## config.mk

```make
export PLATFORM = sky130hd
export DESIGN_NAME = single_exp_table_arbiter
export DESIGN_NICKNAME = d
export VERILOG_FILES = /design/src/rtl/single_exp_table_arbiter.sv
export SDC_FILE = /design/constraint.sdc
export NUM_CORES = 1
export LEC_CHECK = 0
export ABC_AREA = 1
export CORE_MARGIN = 5
export CORE_UTILIZATION = 30
export DETAILED_ROUTE_END_ITERATION = 8
export PLACE_DENSITY = 0.44
export SETUP_SLACK_MARGIN = 0.05
export SYNTH_ARGS = -nofsm -noshare
export SYNTH_HDL_FRONTEND = slang
export SYNTH_HIERARCHICAL = 1
export SYNTH_SLANG_ARGS = --single-unit
```

## constraint.sdc

```tcl
create_clock -name clk -period 53 [get_ports clk]
set_input_delay 5.3 -clock clk [delete_from_list [all_inputs] [get_ports clk]]
set_output_delay 5.3 -clock clk [all_outputs]
set_load 0.1 [all_outputs]
```

## src/rtl/single_exp_table_arbiter.sv

```systemverilog
// Round-robin arbiter sharing one exponent lookup table among REQUESTERS clients.
// Optional statistics outputs (grant_count, max_wait) enabled by SINGLE_EXP_ARB_STATS_EN.

module single_exponent_table #(
   parameter int  STEPS = 64,
   parameter real LIMIT = 8.0
) (
   input  logic        clk,
   input  logic        in_valid,
   input  logic [31:0] a,
   output logic        out_valid,
   output logic [31:0] c
);
   localparam int  IW   = $clog2(STEPS);
   localparam real STEP = 2.0 * LIMIT / real'(STEPS - 1);

   // Round-to-nearest-even conversion of a double to single-precision bits.
   function automatic logic [31:0] to_single(input real r);
      logic [63:0] d;
      logic [7:0]  e8;
      logic [30:0] mag;
      logic        rnd;
      if (r == 0.0) return 32'h0;
      d   = $realtobits(r);
      e8  = 8'(d[62:52] - 11'd896);
      mag = {e8, d[51:29]};
      rnd = d[28] & ((|d[27:0]) | d[29]);
      return {d[63], mag + 31'(rnd)};
   endfunction

   // Maps IEEE bits onto an unsigned key whose ordering matches numeric ordering.
   function automatic logic [31:0] order_key(input logic [31:0] f);
      if (f[30:0] == 31'd0) return 32'h8000_0000;
      return f[31] ? ~f : {1'b1, f[30:0]};
   endfunction

   logic [31:0] entry [STEPS];
   logic [31:0] bound [STEPS-1];
   logic [31:0] a_key;
   logic [IW-1:0] idx;

   for (genvar k = 0; k < STEPS; k++) begin : g_entry
      localparam logic [31:0] EV = to_single($exp(-LIMIT + real'(k) * STEP));
      assign entry[k] = EV;
   end

   // Midpoints between neighbouring entries; the input clamps naturally at both ends.
   for (genvar k = 0; k < STEPS - 1; k++) begin : g_bound
      localparam logic [31:0] BK = order_key(to_single(-LIMIT + (real'(k) + 0.5) * STEP));
      assign bound[k] = BK;
   end

   always_comb begin
      a_key = order_key(a);
      idx   = '0;
      for (int k = 0; k < STEPS - 1; k++) begin
         if (a_key >= bound[k]) idx = idx + IW'(1);
      end
   end

   always_ff @(posedge clk) begin
      out_valid <= in_valid;
      if (in_valid) c <= entry[idx];
   end
endmodule

module single_exp_table_arbiter #(
   parameter int  REQUESTERS = 4,
   parameter int  STEPS      = 64,
   parameter real LIMIT      = 8.0
) (
   input  logic                       clk,
   input  logic                       reset,
   input  logic [REQUESTERS-1:0]      req_valid,
   input  logic [32*REQUESTERS-1:0]   req_a,
   output logic [REQUESTERS-1:0]      req_ready,
   output logic [REQUESTERS-1:0]      resp_valid,
   output logic [31:0]                resp_c,
   output logic                       busy
`ifdef SINGLE_EXP_ARB_STATS_EN
   ,
   output logic [16*REQUESTERS-1:0]   grant_count,
   output logic [15:0]                max_wait
`endif
);
   localparam int PW = (REQUESTERS > 1) ? $clog2(REQUESTERS) : 1;

   logic [PW-1:0]         prio_q, prio_d;
   logic                  s1_valid_q, s1_valid_d;
   logic [31:0]           s1_a_q, s1_a_d;
   logic [PW-1:0]         s1_tag_q, s1_tag_d;
   logic                  s2_valid_q, s2_valid_d;
   logic [PW-1:0]         s2_tag_q, s2_tag_d;

   logic [REQUESTERS-1:0] grant;
   logic [PW-1:0]         win;
   logic [31:0]           win_a;
   logic                  found;
   logic                  xfer;
   logic [31:0]           tbl_c;
   logic                  tbl_valid_unused;

   always_comb begin
      int idx;
      idx   = 0;
      grant = '0;
      win   = '0;
      found = 1'b0;
      for (int k = 0; k < REQUESTERS; k++) begin
         idx = int'(prio_q) + k;
         if (idx >= REQUESTERS) idx = idx - REQUESTERS;
         if (!found && req_valid[PW'(idx)]) begin
            found = 1'b1;
            win   = PW'(idx);
         end
      end
      xfer = found & ~reset;
      if (xfer) grant[win] = 1'b1;
   end

   assign req_ready = grant;

   always_comb begin
      win_a = '0;
      for (int k = 0; k < REQUESTERS; k++) begin
         if (grant[k]) win_a = req_a[32*k +: 32];
      end
   end

   always_comb begin
      prio_d     = prio_q;
      s1_valid_d = xfer;
      s1_a_d     = s1_a_q;
      s1_tag_d   = s1_tag_q;
      s2_valid_d = s1_valid_q;
      s2_tag_d   = s1_tag_q;
      if (xfer) begin
         prio_d   = (win == PW'(REQUESTERS - 1)) ? '0 : win + PW'(1);
         s1_a_d   = win_a;
         s1_tag_d = win;
      end
   end

   always_ff @(posedge clk or posedge reset) begin
      if (reset) begin
         prio_q     <= '0;
         s1_valid_q <= 1'b0;
         s1_a_q     <= '0;
         s1_tag_q   <= '0;
         s2_valid_q <= 1'b0;
         s2_tag_q   <= '0;
      end else begin
         prio_q     <= prio_d;
         s1_valid_q <= s1_valid_d;
         s1_a_q     <= s1_a_d;
         s1_tag_q   <= s1_tag_d;
         s2_valid_q <= s2_valid_d;
         s2_tag_q   <= s2_tag_d;
      end
   end

   // The table is unreset, so only s2_valid_q qualifies its output.
   single_exponent_table #(
      .STEPS (STEPS),
      .LIMIT (LIMIT)
   ) u_table (
      .clk       (clk),
      .in_valid  (s1_valid_q),
      .a         (s1_a_q),
      .out_valid (tbl_valid_unused),
      .c         (tbl_c)
   );

   always_comb begin
      resp_valid = '0;
      if (s2_valid_q) resp_valid[s2_tag_q] = 1'b1;
   end

   assign resp_c = s2_valid_q ? tbl_c : 32'h0;
   assign busy   = s1_valid_q | s2_valid_q;

`ifdef SINGLE_EXP_ARB_STATS_EN
   logic [15:0] gcnt_q [REQUESTERS];
   logic [15:0] gcnt_d [REQUESTERS];
   logic [15:0] wait_q [REQUESTERS];
   logic [15:0] wait_d [REQUESTERS];
   logic [15:0] max_wait_q, max_wait_d;

   always_comb begin
      max_wait_d = max_wait_q;
      for (int k = 0; k < REQUESTERS; k++) begin
         gcnt_d[k] = gcnt_q[k];
         wait_d[k] = '0;
         if (grant[k] && gcnt_q[k] != 16'hFFFF) gcnt_d[k] = gcnt_q[k] + 16'd1;
         if (req_valid[k] && !grant[k]) begin
            wait_d[k] = (wait_q[k] == 16'hFFFF) ? wait_q[k] : wait_q[k] + 16'd1;
            if (wait_d[k] > max_wait_d) max_wait_d = wait_d[k];
         end
      end
   end

   always_ff @(posedge clk or posedge reset) begin
      if (reset) begin
         max_wait_q <= '0;
         for (int k = 0; k < REQUESTERS; k++) begin
            gcnt_q[k] <= '0;
            wait_q[k] <= '0;
         end
      end else begin
         max_wait_q <= max_wait_d;
         for (int k = 0; k < REQUESTERS; k++) begin
            gcnt_q[k] <= gcnt_d[k];
            wait_q[k] <= wait_d[k];
         end
      end
   end

   for (genvar k = 0; k < REQUESTERS; k++) begin : g_gcnt
      assign grant_count[16*k +: 16] = gcnt_q[k];
   end
   assign max_wait = max_wait_q;
`endif
endmodule

```

==> summary.md, run 1 <==
| Metric | Value |
|---|---|
| Syn Nets | 4262 |
| Period utilisation layout | 67.8% |
| Mapped cell area | 20900 um^2 |
| Total overflow reported by the global router | 0 |
| Largest net degree at the start of global routing | 85 |
| Maximum level of the CTS H-tree | 3 |
| Ratio of routed vias to standard cells | 4.72 |
| Area added between synthesis and finish | 11.9% |
| Worst Setup End Kind | flip-flop |
| Slowest cell delay on critical path | 0.98 ns |
| Maximum fanout along the worst path | 84 |
| Chip Height | 274 um |
| Postcts setup bufs | 0 |
| Crit path max-delay cell type | sky130_fd_sc_hd__dfrtp_2 |
| Beginning of the critical path | s1_a_q[31] |
| Fraction of final layout cells sized beyond drive strength 1 | 8.82% |
| Number of placement rows | 96 |
| Hpwl dp | 55.6 mm |
| Total I/O pin count | 175 |
| NumNets Final | 4348 |
| Crit Path Category | reg2reg |
| Post-synthesis average cell area | 5.15 um^2 |
| Commonest cells after routing, fill and taps aside | 1495 x sky130_fd_sc_hd__nand2_1, 666 x sky130_fd_sc_hd__inv_1, 510 x sky130_fd_sc_hd__nand3_1 |
| CTS tree | yes |
| Slew at the pin closest to its max-slew limit | 1.08 ns |
| Worst Reg2Reg Path Length in Cells | 208 |
| Input/output buffers | 173 |
| Dominant cell type by count on the critical path | sky130_fd_sc_hd__nand2_1 |
| CP arrival | 36.03 ns |
| Total Routed Length | 68.4 mm |
| Worst hold stages | 0 |
| Maximum clock skew at final layout | 0.00774 ns |
| Die W | 274 um |
| Clock transition at path regs | 0.07 ns |
| Full die area | 74900 um^2 |
| Synthesis Warnings | 6 |
| Clock Latency Late Sink | 0.36 ns |
| Class of the worst hold path | reg2reg |
| Number of instances in the synthesized netlist | 4049 |
| Number of vias in the routed layout | 24000 |
| Number of routed nets with antenna violations | 0 |
| Final Setup Violations | 0 |
| Final hold violation count | 0 |
| Initial Util | 30.3% |
| TritonCTS Sinks | 69 |
| Final routed wire length divided by cell count | 13.5 um |
| Core ar. | 68800 um^2 |
| Gr usage total | 17.8% |
| DRC | 0 |
| Placer's final routability congestion estimate | 0.946 |
| Result of the run | completed |
| Number of antenna violations at the first check in global routing | 2 |
| Number of global-route vias before repair | 22500 |
| Peak Freq | 0.0278 GHz |
| Num CTS Buffers | 9 |
| Setup crit start kind | flip-flop |
| Max-capacitance violation count | 0 |
| Setup crit end | u_table/c[9] |
| Buffer cell driving the clock tree root | sky130_fd_sc_hd__clkbuf_16 |
| Post-cts resize count | 0 |
| Total negative slack | 0 ns |
| Iteration-0 DRC count of the detailed router | 1632 |
| CTS hold repair buffers | 0 |
| Max-slew headroom at the worst pin | 27.8% |
| Number of optimization iterations in the first detailed-route pass | 5 |
| End of the worst register-to-register path | u_table/c[9] |
| Final slew viol count | 0 |
| Leading cell type in the layout, fill and taps excluded | sky130_fd_sc_hd__nand2_1 |
| Setup repair after global routing missed its margin | false |
| Data required time at the worst endpoint | 53.12 ns |
| Minimum setup slack among reg-to-reg paths | 17.08 ns |
| Maximum clock path buffer count | 2 |
| First-pass GRT wire length | 113 mm |
| Clock period minus worst slack | 35.92 ns |
| Launching point of the worst reg2reg path | s1_a_q[31] |
[area by class of cell]
cell class / instances / area [um^2]
repair buffers: 185 / 1820
multi-input cells: 3160 / 15500
clock buffers: 9 / 225
diodes: 1 / 2.50
fillers: 7897 / 45500
flip-flops and latches: 69 / 1870
clock inverters: 7 / 72.6
well taps: 931 / 1160
inverters: 710 / 2680
[flip-flops by register name, summed over array words and instances (netlist names)]
signal	count
prio_q	2
s1_tag_q	2
s1_a_q	32
s2_tag_q	2
s2_valid_q	1
u_table/c	29
s1_valid_q	1
[metrics by stage]
stage | instances | setup slack (ns) | hold WS [ns] | util [%] | area [um^2]
final | 5072 | 17.08 | 0.384 | 33.9 | 23300
after global routing | 5071 | 13.91 | 0.391 | 33.9 | 23300
after CTS | 5071 | 17.07 | 0.390 | 33.9 | 23300
after detailed placement | 5055 | 17.18 | 0.371 | 33.5 | 23000
after global placement | 5055 | 17.54 | 0.381 | 33.5 | 23000
after floorplan | 4049 | 20.42 | 0.354 | - | 20900
[worst min path at each step]
stage                           start          end  slack (ns)
after floorplan           s1_tag_q[0]  s2_tag_q[0]        0.35
after global placement    s1_tag_q[0]  s2_tag_q[0]        0.38
final                     s1_tag_q[1]  s2_tag_q[1]        0.38
after global routing      s1_tag_q[0]  s2_tag_q[0]        0.39
after detailed placement  s1_tag_q[1]  s2_tag_q[1]        0.37
after CTS                 s1_tag_q[0]  s2_tag_q[0]        0.39
[worst max-delay path, delay by kind of cell, from the launching register on]
| kind | cells | cell delay, ns |
|---|---|---|
| buf+inv | 15 | 1.13 |
| compound gates | 10 | 2.11 |
| flops | 1 | 0.98 |
| xor+xnor | 1 | 0.37 |
| fa+ha+maj | 60 | 17.34 |
| simple gates | 122 | 13.62 |
[per-layer routing]
layer | part of all wire [%] | global-route usage [%]
met3 | 4.6 | 2.35
met2 | 45 | 29.9
met4 | 1.5 | 3.52
met1 | 49 | 24.7
met5 | 0.019 | 0
Power of run 1 is left out: the tool's default activity adds up to more than one toggle a clock period on the data nets, which glitch-free logic cannot reach.
==> inputs of run 2 (changes only) <==
--- a/config.mk
+++ b/config.mk
@@ -9,7 +9,7 @@
 export CORE_MARGIN = 5
 export CORE_UTILIZATION = 30
 export DETAILED_ROUTE_END_ITERATION = 8
-export PLACE_DENSITY = 0.44
+export PLACE_DENSITY = 0.45
 export SETUP_SLACK_MARGIN = 0.05
 export SYNTH_ARGS = -nofsm -noshare
 export SYNTH_HDL_FRONTEND = slang
==> constraint.sdc (replaced) <==
create_clock -name clk -period 32.6 [get_ports clk]
set_input_delay 3.26 -clock clk [delete_from_list [all_inputs] [get_ports clk]]
set_output_delay 3.26 -clock clk [all_outputs]
set_load 0.1 [all_outputs]
==> summary.md, run 2 (synthesized netlist as in run 1, its figures left out) <==
| Metric | Value |
|---|---|
| Data required time at the worst endpoint | 32.71 ns |
| Worst Slack Setup Final | 1.68 ns |
| Period utilisation layout | 94.9% |
| Ratio of routed vias to standard cells | 4.67 |
| Iteration-0 DRC count of the detailed router | 1634 |
| TritonCTS Sinks | 69 |
| Global Route met2 Usage | 32.4% |
| Inserted Diodes | 0 |
| Slew at the pin closest to its max-slew limit | 1.08 ns |
| Final routed wire length divided by cell count | 13.7 um |
| Crit path max-delay cell type | sky130_fd_sc_hd__dfrtp_1 |
| Minimum setup slack among reg-to-reg paths | 1.68 ns |
| Leading cell type in the layout, fill and taps excluded | sky130_fd_sc_hd__nand2_1 |
| Setup crit end | u_table/c[3] |
| Largest net degree at the start of global routing | 60 |
| Maximum level of the CTS H-tree | 3 |
| Launch point of the worst hold path | s1_tag_q[0] |
| Number of global-route vias before repair | 24000 |
| Post-Place Setup Slack | -1.06 ns |
| Max-slew headroom at the worst pin | 26.5% |
| CP arrival | 31.03 ns |
| Number of antenna violations at the first check in global routing | 0 |
| Die W | 274 um |
| Chip Height | 274 um |
| Maximum clock path buffer count | 2 |
| Number of vias in the routed layout | 25500 |
| Worst Setup End Kind | flip-flop |
| Maximum clock skew at final layout | 0.00720 ns |
| Busiest layer in global routing | met2 |
| Number of routed nets with antenna violations | 0 |
| Commonest cells after routing, fill and taps aside | 1414 x sky130_fd_sc_hd__nand2_1, 648 x sky130_fd_sc_hd__inv_1, 494 x sky130_fd_sc_hd__nand3_1 |
| Launching point of the worst reg2reg path | s1_a_q[22] |
| Hpwl dp | 61.4 mm |
| Clock Latency Late Sink | 0.36 ns |
| DRC | 0 |
| Fraction of met1 tracks used by global routing | 26.8% |
| Area added between synthesis and finish | 32.2% |
| Total I/O pin count | 175 |
| CTS hold repair buffers | 0 |
| Class of the worst hold path | reg2reg |
| Peak Freq | 0.0323 GHz |
| Setup crit start kind | flip-flop |
| Number of optimization iterations in the first detailed-route pass | 8 |
| Final hold violation count | 0 |
| Total Routed Length | 75.0 mm |
| GR Layer Usage met3 | 1.84% |
| Total overflow reported by the global router | 0 |
| Input/output buffers | 173 |
| Initial Util | 30.3% |
| Clock transition at path regs | 0.06 ns |
| Num CTS Buffers | 9 |
| Largest register FFs | 32 |
| Fraction of final layout cells sized beyond drive strength 1 | 20.7% |
| Register with the most flip-flops | s1_a_q |
| First-pass GRT wire length | 121 mm |
| Result of the run | completed |
| Buffer cell driving the clock tree root | sky130_fd_sc_hd__clkbuf_16 |
| CTS tree | yes |
| End of the worst register-to-register path | u_table/c[3] |
| Crit Path Category | reg2reg |
| Dominant cell type by count on the critical path | sky130_fd_sc_hd__nand2_1 |
| Number of placement rows | 96 |
| Final Setup Violations | 0 |
| Max-capacitance violation count | 0 |
| Core ar. | 68800 um^2 |
| Final slew viol count | 0 |
| Clock period minus worst slack | 30.92 ns |
| Gr usage total | 19.2% |
| Placer's final routability congestion estimate | 0.945 |
| Maximum fanout along the worst path | 17 |
| NumNets Final | 4747 |
| Beginning of the critical path | s1_a_q[22] |
| Worst Reg2Reg Path Length in Cells | 215 |
| Full die area | 74900 um^2 |
| Slowest cell delay on critical path | 0.41 ns |
| Largest registers | s1_a_q: 32 flops, u_table/c: 29 flops |
-- run 2: timing repair --
item	CTS	global route
cloned	1	2
resized for setup	121	130
setup buffers	16	16
pin swaps	44	87
endpoints found under the setup margin	29	29
-- run 2: final cells by class --
| class | count | area (um^2) |
|---|---|---|
| clock inverter | 5 | 35.0 |
| timing repair buffer | 583 | 5110 |
| inverter | 710 | 2690 |
| tap | 931 | 1160 |
| sequential | 69 | 1870 |
| fill | 7757 | 41300 |
| multi-input combinational | 3161 | 16500 |
| clock buffer | 11 | 233 |
-- run 2: worst min path at each step --
stage,end,cells past startpoint
2_1_floorplan,s2_tag_q[0],0
3_3_place_gp,s2_tag_q[0],0
3_5_place_dp,s2_tag_q[1],0
4_1_cts,s2_tag_q[0],0
5_1_grt,s2_tag_q[0],0
6_report,s2_tag_q[0],0
-- run 2: stage by stage --
stage / cells / setup TNS [ns] / utilization [%] / cell area (um^2) / hold slack (ns)
after floorplan: 4049 / 0 / - / 20900 / 0.354
after global placement: 5419 / -16.26 / 37.8 / 26000 / 0.363
after detailed placement: 5419 / -27.29 / 37.8 / 26000 / 0.366
after CTS: 5452 / 0 / 39.0 / 26800 / 0.374
after global routing: 5470 / -4.18 / 40.1 / 27600 / 0.384
final: 5470 / 0 / 40.1 / 27600 / 0.372
-- run 2: worst max-delay path, delay by kind of cell, from the launching register on --
family          cells  cell delay, ns
compound gates      8            1.00
fa+ha+maj          60           15.38
buf+inv            15            1.22
flops               1            0.41
simple gates      132           12.66
-- run 2: per-layer routing --
metal	up-vias	part of all wire, %
met4	0	1.6
met2	529	45
met5	-	0
met1	11300	48
met3	70	4.5
li1	13700	-
Power of run 2 is left out for the same reason.
